File: config.mk
export PLATFORM = sky130hd
export DESIGN_NAME = fifo_uart_tx
export DESIGN_NICKNAME = d
export VERILOG_FILES = /design/src/rtl/fifo_uart_tx_pkg.sv /design/src/rtl/fifo_uart_tx_timer.sv /design/src/rtl/fifo_uart_tx.sv
export SDC_FILE = /design/constraint.sdc
export NUM_CORES = 1
export LEC_CHECK = 0
export ABC_CLOCK_PERIOD_IN_PS = 2800
export CAP_MARGIN = 20
export CORE_ASPECT_RATIO = 1.25
export CORE_MARGIN = 1
export CORE_UTILIZATION = 35
export DETAILED_ROUTE_END_ITERATION = 6
export SETUP_SLACK_MARGIN = 0.02
export SLEW_MARGIN = 15
export SYNTH_ARGS = -nofsm -noshare
export SYNTH_HDL_FRONTEND = slang
export SYNTH_HIERARCHICAL = 1
export SYNTH_SLANG_ARGS = --single-unit
File: constraint.sdc
create_clock -name clk -period 2.8 [get_ports clk]
set_input_delay 0.42 -clock clk [delete_from_list [all_inputs] [get_ports clk]]
set_output_delay 0.42 -clock clk [all_outputs]
set_load 0.005 [all_outputs]
File: src/rtl/fifo_uart_tx_pkg.sv
// -----------------------------------------------------------------------------
// fifo_uart_tx_pkg
// Shared types and constants for the FIFO-draining UART 8N1 transmitter.
//   state_e       : transmitter FSM states (3-bit encoding)
//   DATA_BITS     : data bits per UART frame
//   TXD_IDLE      : line level while no frame is on the wire
//   LAST_DATA_BIT : bit index of the final data bit
//   reload_value  : divider reload so that a bit lasts exactly div clocks
// -----------------------------------------------------------------------------
package fifo_uart_tx_pkg;

  typedef enum logic [2:0] {
    IDLE  = 3'd0,
    POP   = 3'd1,
    LOAD  = 3'd2,
    START = 3'd3,
    DATA  = 3'd4,
    STOP  = 3'd5
  } state_e;

  localparam int         DATA_BITS     = 8;
  localparam logic       TXD_IDLE      = 1'b1;
  localparam logic [2:0] LAST_DATA_BIT = 3'(DATA_BITS - 1);

  // The divider counts reload..0 inclusive, so a reload of div-1 gives a
  // period of exactly div clocks.
  function automatic logic [15:0] reload_value(input logic [15:0] div);
    return div - 16'd1;
  endfunction

endpackage

File: src/rtl/fifo_uart_tx_timer.sv
// -----------------------------------------------------------------------------
// uart_bit_timer
// Down-counting bit-period divider. Produces one tick every div clocks and is
// re-phased by restart. Written to be shared with a future UART receiver.
//   clk       : system clock
//   rst       : synchronous active-high reset (counter to 0)
//   restart   : reload the counter; the next tick lands div clocks later
//   div[15:0] : clocks per bit, legal range 2..65535
//   tick      : high on the last clock of a bit period
//   tick_next : high when tick will be high on the next clock
// -----------------------------------------------------------------------------
module uart_bit_timer
  import fifo_uart_tx_pkg::*;
(
  input  logic        clk,
  input  logic        rst,
  input  logic        restart,
  input  logic [15:0] div,
  output logic        tick,
  output logic        tick_next
);

  logic [15:0] cnt_q;
  logic [15:0] cnt_d;

  assign tick = (cnt_q == 16'd0);

  // With div >= 2 a reload never lands on 0, so the only way to tick next
  // clock is to be at 1 now without being restarted.
  assign tick_next = !restart && (cnt_q == 16'd1);

  always_comb begin
    cnt_d = cnt_q - 16'd1;
    // Reloading on tick itself (not one clock later) keeps consecutive bits
    // exactly div clocks long, so a frame never drifts.
    if (restart || tick) begin
      cnt_d = reload_value(div);
    end
  end

  always_ff @(posedge clk) begin
    if (rst) begin
      cnt_q <= 16'd0;
    end else begin
      cnt_q <= cnt_d;
    end
  end

endmodule

File: src/rtl/fifo_uart_tx.sv
// -----------------------------------------------------------------------------
// fifo_uart_tx
// Drains bytes from a synchronous FIFO and sends each as a UART 8N1 frame
// (start bit, 8 data bits LSB first, STOP_BITS stop bits) on txd.
//
// Parameters:
//   BAUD_DIV  : clocks per UART bit, legal range 2..65535
//   STOP_BITS : 1 or 2
//
// Ports:
//   clk       in   system clock
//   rst       in   synchronous reset, active-high
//   fifo_rd   in   FIFO read data, valid the cycle after fifo_re
//   fifo_emp  in   FIFO empty flag (registered inside the FIFO)
//   fifo_re   out  FIFO read enable, one-cycle pulse
//   tx_en     in   permits starting a new frame
//   txd       out  UART serial out, idle high
//   busy      out  high in every state except IDLE
//   done      out  one-cycle pulse on the last clock of the stop period
//   sent_cnt  out  completed frame count, wraps modulo 2^16
//
// FIFO read handshake: fifo_re is a one-cycle request issued only when
// fifo_emp was low (and tx_en high) in IDLE; the FIFO answers with fifo_rd one
// cycle later, which is captured in LOAD. There is no back-pressure: each pop
// is consumed exactly once. fifo_emp is not re-sampled until the frame ends,
// long after the FIFO has updated it.
//
// All outputs are flops loaded from the next-state decode, so each output is a
// pure function of the current state (Moore) with no combinational path from
// inputs.
// -----------------------------------------------------------------------------
module fifo_uart_tx
  import fifo_uart_tx_pkg::*;
#(
  parameter int BAUD_DIV  = 434,
  parameter int STOP_BITS = 1
) (
  input  logic        clk,
  input  logic        rst,
  input  logic [7:0]  fifo_rd,
  input  logic        fifo_emp,
  output logic        fifo_re,
  input  logic        tx_en,
  output logic        txd,
  output logic        busy,
  output logic        done,
  output logic [15:0] sent_cnt
);

  localparam logic [15:0] DIV           = 16'(BAUD_DIV);
  localparam logic [2:0]  LAST_STOP_BIT = 3'(STOP_BITS - 1);

  state_e      state_q,    state_d;
  logic [7:0]  shift_q,    shift_d;
  logic [2:0]  bit_q,      bit_d;
  logic        txd_q,      txd_d;
  logic        fifo_re_q,  fifo_re_d;
  logic        busy_q,     busy_d;
  logic        done_q,     done_d;
  logic [15:0] sent_cnt_q, sent_cnt_d;

  logic timer_restart;
  logic tick;
  logic tick_next;

  uart_bit_timer u_timer (
    .clk       (clk),
    .rst       (rst),
    .restart   (timer_restart),
    .div       (DIV),
    .tick      (tick),
    .tick_next (tick_next)
  );

  // Next-state and datapath decode.
  always_comb begin
    state_d       = state_q;
    shift_d       = shift_q;
    bit_d         = bit_q;
    timer_restart = 1'b0;

    unique case (state_q)
      IDLE: begin
        if (tx_en && !fifo_emp) begin
          state_d = POP;
        end
      end
      POP: begin
        state_d = LOAD;
      end
      LOAD: begin
        shift_d       = fifo_rd;
        bit_d         = 3'd0;
        // Phase the divider so START lasts exactly BAUD_DIV clocks.
        timer_restart = 1'b1;
        state_d       = START;
      end
      START: begin
        if (tick) begin
          bit_d   = 3'd0;
          state_d = DATA;
        end
      end
      DATA: begin
        if (tick) begin
          shift_d = {1'b0, shift_q[7:1]};
          if (bit_q == LAST_DATA_BIT) begin
            bit_d   = 3'd0;
            state_d = STOP;
          end else begin
            bit_d = bit_q + 3'd1;
          end
        end
      end
      STOP: begin
        // bit_q counts stop bits here.
        if (tick) begin
          if (bit_q == LAST_STOP_BIT) begin
            bit_d   = 3'd0;
            state_d = IDLE;
          end else begin
            bit_d = bit_q + 3'd1;
          end
        end
      end
      default: begin
        state_d = IDLE;
      end
    endcase
  end

  // Output decode from the next state, so the registered outputs line up with
  // the state they describe.
  always_comb begin
    txd_d = TXD_IDLE;
    unique case (state_d)
      START:   txd_d = 1'b0;
      DATA:    txd_d = shift_d[0];
      default: txd_d = TXD_IDLE;
    endcase

    fifo_re_d = (state_d == POP);
    busy_d    = (state_d != IDLE);

    // done must sit on the final stop clock, so it is raised one clock early:
    // staying in STOP on the last stop bit with the divider about to tick.
    done_d     = (state_d == STOP) && (bit_d == LAST_STOP_BIT) && tick_next;
    sent_cnt_d = sent_cnt_q + 16'(done_d);
  end

  always_ff @(posedge clk) begin
    if (rst) begin
      state_q    <= IDLE;
      shift_q    <= 8'h00;
      bit_q      <= 3'd0;
      txd_q      <= TXD_IDLE;
      fifo_re_q  <= 1'b0;
      busy_q     <= 1'b0;
      done_q     <= 1'b0;
      sent_cnt_q <= 16'h0000;
    end else begin
      state_q    <= state_d;
      shift_q    <= shift_d;
      bit_q      <= bit_d;
      txd_q      <= txd_d;
      fifo_re_q  <= fifo_re_d;
      busy_q     <= busy_d;
      done_q     <= done_d;
      sent_cnt_q <= sent_cnt_d;
    end
  end

  assign txd      = txd_q;
  assign fifo_re  = fifo_re_q;
  assign busy     = busy_q;
  assign done     = done_q;
  assign sent_cnt = sent_cnt_q;

endmodule

=== After elaboration in Yosys (flattened, before gate mapping) ===
Cells that the tools add are included.

* Bits in registers: 50
* Output and inout bits: 20

* Add/sub/neg operators: 3
* Equality and inequality tests: 12
* Multiplexer cells: 18
* Reductions and logical operators: 15

{| class="wikitable"
|+ Operator list
! kind !! number
|-
| 3-bit two-way mux || 11
|-
| 3-bit one-hot mux with 6 select lines || 1
|-
| 16-bit by 1-bit adder with 16-bit output || 1
|-
| 16-bit by 1-bit == test with 1-bit output, second input constant || 1
|-
| 16-bit zero test || 1
|-
| 8-bit one-hot mux with 2 select lines || 1
|-
| 16-bit by 1-bit subtractor with 16-bit output, second input constant || 1
|-
| 3-bit == test, second input constant || 5
|-
| 3-bit one-hot mux with 4 select lines || 1
|-
| 3-bit by 2-bit == test with 1-bit output, second input constant || 3
|-
| 3-bit zero test || 3
|-
| 9-bit two-way mux || 1
|-
| 8-bit two-way mux || 1
|-
| 3-bit by 1-bit == test with 1-bit output, second input constant || 2
|-
| 1-bit logical AND || 4
|-
| 3-bit by 1-bit adder with 3-bit output, second input constant || 1
|-
| 3-bit nonzero test || 1
|-
| 1-bit zero test || 2
|-
| 2-bit by 1-bit != test with 1-bit output, second input constant || 1
|-
| 1-bit one-hot mux with 2 select lines || 1
|-
| 2-bit AND reduction || 1
|-
| 2-bit nonzero test || 1
|-
| 2-bit OR reduction || 1
|-
| 1-bit logical OR || 1
|-
| 1-bit two-way mux || 1
|}

=== Logic depth before layout (Yosys ltp) ===
Gate-level depths: netlist of run 1.

* Depth after elaboration: 8
* Depth in mapped cells: 15
* Depth with buffers taken out: 13

=== Hierarchy ===
The synthesis of run 1 kept the hierarchy.

{| class="wikitable"
|+ By module, submodules not included
! module !! instances !! cells each !! area an instance (um2) !! sequential area each (um2)
|-
| fifo_uart_tx || 1 || 183 || 1,679.1 || 680.7
|-
| uart_bit_timer || 1 || 134 || 1,123.6 || 320.3
|}

=== Worst setup path after synthesis of run 1 ===
No wires, ideal clock.

* Path type: flip-flop to flip-flop
* From: reg u_timer.cnt_q[4]
* To: reg sent_cnt_q[15], in the netlist sent_cnt[15]
* Setup time: 71 ps
* Arrival: 3,015 ps
* Setup slack: -286 ps
* Cell stages (with the launch flop): 16
* Path buffers: 3
* Clock period less this slack: 3,086 ps
* Cell sequence: dfxtp_1 -> nor4_1 -> and3_1 -> and4_1 -> buf_4 -> and4bb_1 -> buf_4 -> nand2_1 -> a31o_2 -> nor4_1 -> ha_1 -> and3_1 -> buf_2 -> nand4_1 -> or3_1 -> a21oi_1

* Longest elaborated chain between the ends: 7
* Elaborated cells on any way between the ends: 16
* Those cells by class: add/sub (1); eq/ne (2); mux (8); reduce/logical (5)

{| class="wikitable"
|+ Ends and longest elaborated chain
! item !! RTL line !! source
|-
| start: declaration || fifo_uart_tx_timer.sv:23 || <nowiki>logic [15:0] cnt_q;</nowiki>
|-
| start signal: assignment || fifo_uart_tx_timer.sv:45 || <nowiki>cnt_q <= cnt_d;</nowiki>
|-
| 16-bit zero test (*) || fifo_uart_tx_timer.sv:26 || <nowiki>assign tick = (cnt_q == 16'd0);</nowiki>
|-
| named net tick || fifo_uart_tx.sv:63 || <nowiki>logic tick;</nowiki>
|-
| 3-bit two-way mux (on tied branches) || fifo_uart_tx.sv:117, fifo_uart_tx.sv:99, fifo_uart_tx.sv:105 ||
|-
| 3-bit one-hot mux with 6 select lines / 3-bit one-hot mux with 4 select lines (equally long branches) || fifo_uart_tx.sv:82 || <nowiki>unique case (state_q)</nowiki>
|-
| 3-bit == test / 3-bit zero test (equally long branches) || fifo_uart_tx.sv:147 || <nowiki>done_d = (state_d == STOP) && (bit_d == LAST_STOP_BIT) && tick_next;</nowiki>
|-
| 1-bit logical AND (*) (2 in a row) || fifo_uart_tx.sv:147 ||
|-
| named net done_d || fifo_uart_tx.sv:59 || <nowiki>logic done_q, done_d;</nowiki>
|-
| 16-bit by 1-bit adder with 16-bit output (*) || fifo_uart_tx.sv:148 || <nowiki>sent_cnt_d = sent_cnt_q + 16'(done_d);</nowiki>
|-
| end signal: assignment || fifo_uart_tx.sv:169 || <nowiki>sent_cnt_q <= sent_cnt_d;</nowiki>
|-
| end: declaration || fifo_uart_tx.sv:60 || <nowiki>logic [15:0] sent_cnt_q, sent_cnt_d;</nowiki>
|}

The timed path passes the listed nets; every way through them passes the cells marked *.
A chain may end at the register's enable or synchronous reset.

=== Worst setup path after layout of run 1 ===
* From: reg u_timer.cnt_q[6]
* To: reg sent_cnt_q[14], in the netlist sent_cnt[14]

Same word-level chain as after synthesis.

==> impl_metrics.env, run 1 <==
export IMPL_antenna_cells=0
export IMPL_critical_path_class="flop to flop"
export IMPL_drc_errors=0
export IMPL_power_per_cell_area_nw_per_um2=594
export IMPL_ir_drop_v=0.000220
export IMPL_clkSinkCount=50
export IMPL_finalPower_w=0.00229
export IMPL_cpPeakStageDelay_ns=0.42
export IMPL_final_antenna_net_count=0
export IMPL_io_buffers=31
export IMPL_ys_seq_elements=50
export IMPL_rsz0062_at_grt="true"
export IMPL_gp_congestion=0.879
export IMPL_cts_buffers=5
export IMPL_ys_types=59
export IMPL_grt_pass1_vias=2367
export IMPL_grt_use_total=0.156
export IMPL_drv_cap=0
export IMPL_die_width_um=82.0
export IMPL_cpMostUsedCell="nor4_4"
export IMPL_clockBufferDepth=2
export IMPL_clk_latency_ns=0.31
export IMPL_post_route_period_util=1.08
export IMPL_worstSetupStartpointType="flop"
export IMPL_area_growth_pct=37.9
export IMPL_synth_cells=317
export IMPL_critPathMaxFanout=5
export IMPL_fmax_mhz=330
export IMPL_cts_tree="built"
export IMPL_cp_end_kind="flop"
export IMPL_final_common_cell="conb_1"
export IMPL_final_layout_size_suffix_gt1_frac=0.198
export IMPL_skew_ns=0.0150
export IMPL_overflow=0
export IMPL_hold_class="flop to flop"
export IMPL_fin_nets=449
export IMPL_synth_async_reset_ratio=0
export IMPL_synth_seq_area_share=0.357
export IMPL_drt_iter0_markers=76
export IMPL_drtPass1Iterations=5
export IMPL_core_region_area_um2=7790
export IMPL_cp_cell_sequence="nor4_4 > and3_4 > and4_4 > nand3_2 > o22a_2 > a31o_4 > nor4_4 > ha_2 > ha_4 > nand4_1 > or3_4 > a21oi_2"
export IMPL_grt_pass1_wl_mm=10.2
export IMPL_rows=36
export IMPL_outcome="finished with violations"
export IMPL_io_pins=32
export IMPL_yosysWarnings=6
export IMPL_violations="setup timing"
export IMPL_clk_transition_reported_paths_ns=0.10
export IMPL_root_buffer="clkbuf_8"
export IMPL_hold_viol=0
export IMPL_antenna_found_initial=0
export IMPL_grt_max_degree=17
export IMPL_path_delay_family="simple AND/OR/NAND/NOR gates"
export IMPL_die_h_um=102
export IMPL_post_drt_wl_per_cell_um=11.5
export IMPL_slew_violations=0
export IMPL_dieArea_um2=8370
export IMPL_initial_core_util=0.360
export IMPL_num_vias=2462
export IMPL_viasPerCell=4.70
export IMPL_fin_crit_ns=3.03
export IMPL_setup_viol=11
export IMPL_dp_hpwl_mm=4.56
export IMPL_holdBufCountCts=0
export IMPL_slowest_stage="or3_4"
export IMPL_path_buf_inv=0
export IMPL_finalWirelength_mm=6.03
export IMPL_worstMarginPinSlew_ns=0.610
export IMPL_cp_required_ns=3.06
export IMPL_synthFlopType="dfxtp_1"
export IMPL_htreeDepth=2
export IMPL_power_leakage_nw=1.48
export IMPL_max_slew_margin_rel=0.592
export IMPL_final_cell_mix="conb_1 (51), dfxtp_1 (48), buf_4 (39)"
export IMPL_avgSynthCellArea_um2=8.84
export IMPL_crit_arrival_ns=3.29
export IMPL_synth_area_um2=2800
export IMPL_setup_tns_ns=-1.35
export IMPL_fin_ws_ns=-0.230
export IMPL_fin_util=0.496
export IMPL_synth_edff_count=0
## through the flow
stage / hold WS [ns] / cells / instance area, µm² / setup slack, ns
final: 0.459 / 524 / 3860 / -0.230
after global routing: 0.489 / 524 / 3860 / -0.336
after CTS: 0.462 / 521 / 3810 / -0.215
after detailed placement: 0.448 / 508 / 3600 / -0.311
after global placement: 0.442 / 508 / 3600 / -0.249
after floorplan: 0.436 / 366 / 3040 / -0.149
## final cells by class
cell class                 count  area (µm²)
fill                         747        3930
multi-input combinational    292        2000
sequential                    50        1000
timing repair buffer          71         614
tap                           95         119
clock buffer                   6        82.6
inverter                       8        30.0
clock inverter                 2        16.3
## per-layer routing
layer / vias up / GRT usage / part of all wire
li1: 1303 / - / -
met1: 1108 / 0.174 / 0.44
met2: 38 / 0.286 / 0.52
met3: 13 / 0.0259 / 0.021
met4: 0 / 0.0634 / 0.021
met5: - / 0 / 0
## synthesized netlist by cell type (all sizes together), types with 8 or more instances
| master | instances | area, µm² |
|---|---|---|
| nor3 | 10 | 60.1 |
| dfxtp | 50 | 1000 |
| nand2 | 22 | 82.6 |
| a21oi | 13 | 65.1 |
| nor2 | 36 | 143 |
| nor4 | 10 | 83.8 |
| inv | 8 | 30.0 |
| nor2b | 9 | 56.3 |
| xnor2 | 19 | 166 |
| xor2 | 17 | 149 |
| clkbuf | 9 | 35.0 |
| nand3 | 10 | 50.1 |
| ha | 9 | 113 |
## flip-flops by register name, indices dropped and copies added, names as in the netlist
name / flops
busy: 1
state_q: 3
shift_q: 8
u_timer/cnt_q: 16
sent_cnt: 16
done: 1
txd: 1
bit_q: 3
fifo_re: 1
## worst min-delay path, cell delays in order (launching register included)
cell	delay (ns)
dfxtp_1	0.32
nand2_1	0.05
a21oi_1	0.05
## path summary, 6_finish.rpt
kind         depth (start not counted)  slack [ns]           end              from
min reg2reg                          2        0.46    shift_q[5]        shift_q[5]
min                                  2        0.46    shift_q[5]        shift_q[5]
max                                 12       -0.23  sent_cnt[14]  u_timer/cnt_q[6]
max reg2reg                         12       -0.23  sent_cnt[14]  u_timer/cnt_q[6]
## kinds of logic after synthesis
logic type | Yosys count | synth area share
DFF | 50 | 0.357
buffers and inverters | 24 | 0.0451
xor gates and xnor gates | 36 | 0.112
and+or+nand+nor | 137 | 0.280
muxes | 2 | 0.00714
other | 2 | 0.00268
AOI/OAI and AO/OA | 57 | 0.155
adders and majority gates | 9 | 0.0402
## timing repair
item                                    4_1_cts  5_1_grt
resized for setup                            13        6
endpoints found under the setup margin       15       14
gates cloned                                  0        0
buffers inserted                              5        3
pin swaps                                    10       10
## power by group
group	switching, W	internal [W]
logic	0.000444	0.000489
registers	0.0000768	0.000822
clock network	0.000258	0.000204
Power figures use the tool's default switching activity.
==> run 2, diff against run 1 <==
--- a/config.mk
+++ b/config.mk
@@ -5,7 +5,6 @@
 export SDC_FILE = /design/constraint.sdc
 export NUM_CORES = 1
 export LEC_CHECK = 0
-export ABC_CLOCK_PERIOD_IN_PS = 2800
 export CAP_MARGIN = 20
 export CORE_ASPECT_RATIO = 1.25
 export CORE_MARGIN = 1
==> results of run 2 <==
The final DEF is identical to that of run 1; final timing and power are the same.
==> run 3, diff against run 2 <==
--- a/config.mk
+++ b/config.mk
@@ -10,6 +10,7 @@
 export CORE_MARGIN = 1
 export CORE_UTILIZATION = 35
 export DETAILED_ROUTE_END_ITERATION = 6
+export GPL_TIMING_DRIVEN = 0
 export SETUP_SLACK_MARGIN = 0.02
 export SLEW_MARGIN = 15
 export SYNTH_ARGS = -nofsm -noshare
==> impl_metrics.env, run 3 (synthesis gave the netlist of run 1 again) <==
export IMPL_outcome="finished with violations"
export IMPL_violations="setup timing"
export IMPL_power_internal_w=0.00152
export IMPL_antenna_found_initial=0
export IMPL_final_antenna_net_count=0
export IMPL_fin_ws_ns=-0.310
export IMPL_initial_core_util=0.360
export IMPL_crit_start="u_timer/cnt_q[1]"
export IMPL_grt_pass1_vias=2304
export IMPL_slew_violations=0
export IMPL_fin_crit_ns=3.11
export IMPL_io_buffers=31
export IMPL_drt_iter0_markers=40
export IMPL_post_drt_wl_per_cell_um=11.5
export IMPL_clockBufferDepth=2
export IMPL_timing_rr_start="u_timer/cnt_q[1]"
export IMPL_cp_end_kind="flop"
export IMPL_dp_hpwl_mm=4.44
export IMPL_p_sw_frac=0.330
export IMPL_rsz0062_at_grt="true"
export IMPL_critPathMaxFanout=6
export IMPL_ff2ff_setup_slack_ns=-0.31
export IMPL_fmax_mhz=322
export IMPL_post_route_period_util=1.11
export IMPL_cts_tree="built"
export IMPL_drc_errors=0
export IMPL_power_frac_clock=0.237
export IMPL_num_fill_cells=762
export IMPL_skew_ns=0.0111
export IMPL_holdBufCountCts=0
export IMPL_power_leakage_nw=1.45
export IMPL_seqPwrFrac=0.412
export IMPL_max_slew_margin_rel=0.541
export IMPL_core_region_area_um2=7790
export IMPL_grt_pass1_wl_mm=10.1
export IMPL_setup_tns_ns=-3.01
export IMPL_clkSinkCount=50
export IMPL_cp_required_ns=3.04
export IMPL_worstSetupStartpointType="flop"
export IMPL_crit_end="sent_cnt[15]"
export IMPL_finalWirelength_mm=5.91
export IMPL_htreeDepth=2
export IMPL_root_buffer="clkbuf_8"
export IMPL_fin_nets=440
export IMPL_hold_class="flop to flop"
export IMPL_whs_path_depth=2
export IMPL_crit_arrival_ns=3.35
export IMPL_clk_transition_reported_paths_ns=0.10
export IMPL_power_per_cell_area_nw_per_um2=596
export IMPL_drtPass1Iterations=4
export IMPL_dieArea_um2=8370
export IMPL_hp_start="shift_q[6]"
export IMPL_area_growth_pct=36.1
export IMPL_final_layout_size_suffix_gt1_frac=0.164
export IMPL_rows=36
export IMPL_die_width_um=82.0
export IMPL_grt_max_degree=17
export IMPL_grt_use_total=0.155
export IMPL_io_pins=32
export IMPL_postPlaceCellArea_um2=3470
export IMPL_ir_drop_v=0.000340
export IMPL_worstMarginPinSlew_ns=0.682
export IMPL_final_common_cell="conb_1"
export IMPL_final_cell_area_um2=3810
export IMPL_finalPower_w=0.00228
export IMPL_setup_viol=14
export IMPL_overflow=0
export IMPL_reg2regPathDepth=14
export IMPL_final_cell_mix="conb_1 (51), dfxtp_1 (45), nor2_1 (35)"
export IMPL_hold_viol=0
export IMPL_p_switching_w=0.000751
export IMPL_power_frac_comb=0.351
export IMPL_clk_latency_ns=0.30
export IMPL_viasPerCell=4.75
export IMPL_reg2reg_to="sent_cnt[15]"
export IMPL_antenna_cells=0
export IMPL_critical_path_class="flop to flop"
export IMPL_gp_congestion=0.762
export IMPL_cts_buffers=5
export IMPL_die_h_um=102
export IMPL_drv_cap=0
export IMPL_num_vias=2448
[run 3: repair_timing]
action / CTS / global route
gates cloned: 0 / 0
setup buffers: 11 / 5
pin swaps: 13 / 7
endpoints found under the setup margin: 15 / 15
resized for setup: 14 / 9
[run 3: power by group through the flow]
stage | Sequential, W | Combinational [W] | Clock (W)
4_1_cts | 0.000935 | 0.000764 | 0.000556
5_1_grt | 0.000952 | 0.000896 | 0.000584
3_3_place_gp | 0.000934 | 0.000685 | 0
6_report | 0.000937 | 0.000798 | 0.000540
2_1_floorplan | 0.000920 | 0.000551 | 0
3_5_place_dp | 0.000940 | 0.000688 | 0
[run 3: worst min-delay path by stage]
stage / end / slack [ns]
finish: shift_q[6] / 0.46
global route: shift_q[2] / 0.48
CTS: shift_q[2] / 0.47
detailed placement: shift_q[2] / 0.45
global placement: shift_q[4] / 0.44
floorplan: shift_q[1] / 0.44
[run 3: per-stage QoR]
stage / util / setup WS, ns / hold WS (ns) / instances
finish: 0.490 / -0.310 / 0.463 / 515
global route: 0.490 / -0.448 / 0.480 / 515
CTS: 0.480 / -0.337 / 0.466 / 510
detailed placement: 0.445 / -0.534 / 0.451 / 492
global placement: 0.445 / -0.518 / 0.442 / 492
floorplan: - / -0.149 / 0.436 / 366
[run 3: cell type report]
| type | instances | area, µm² | area share |
|---|---|---|---|
| plain buffers | 15 | 98.8 | 0.0259 |
| clock buffers | 6 | 82.6 | 0.0216 |
| clock inverters | 2 | 38.8 | 0.0102 |
| inverters | 8 | 30.0 | 0.00787 |
| multi-input cells | 292 | 2000 | 0.525 |
| flip-flops and latches | 50 | 1010 | 0.265 |
| well taps | 95 | 119 | 0.0312 |
| repair buffers | 47 | 430 | 0.113 |
[run 3: critical path: stages, from the launching register on]
cell	delay (ns)
dfxtp_1	0.37
inv_1	0.09
ha_1	0.22
and4_1	0.19
buf_6	0.13
buf_4	0.14
and4bb_2	0.29
a31oi_1	0.06
a31o_4	0.28
nor4_4	0.28
ha_2	0.24
and3_4	0.20
nand4_1	0.10
or3_1	0.34
a21oi_2	0.11
[run 3: routing by layer]
metal,track usage,up-vias,part of all wire,routed length [µm]
li1,-,1285,-,-
met2,0.275,33,0.52,3080
met1,0.181,1119,0.43,2570
met3,0.0232,11,0.023,137
met4,0.0634,0,0.021,123
met5,0,-,0,0
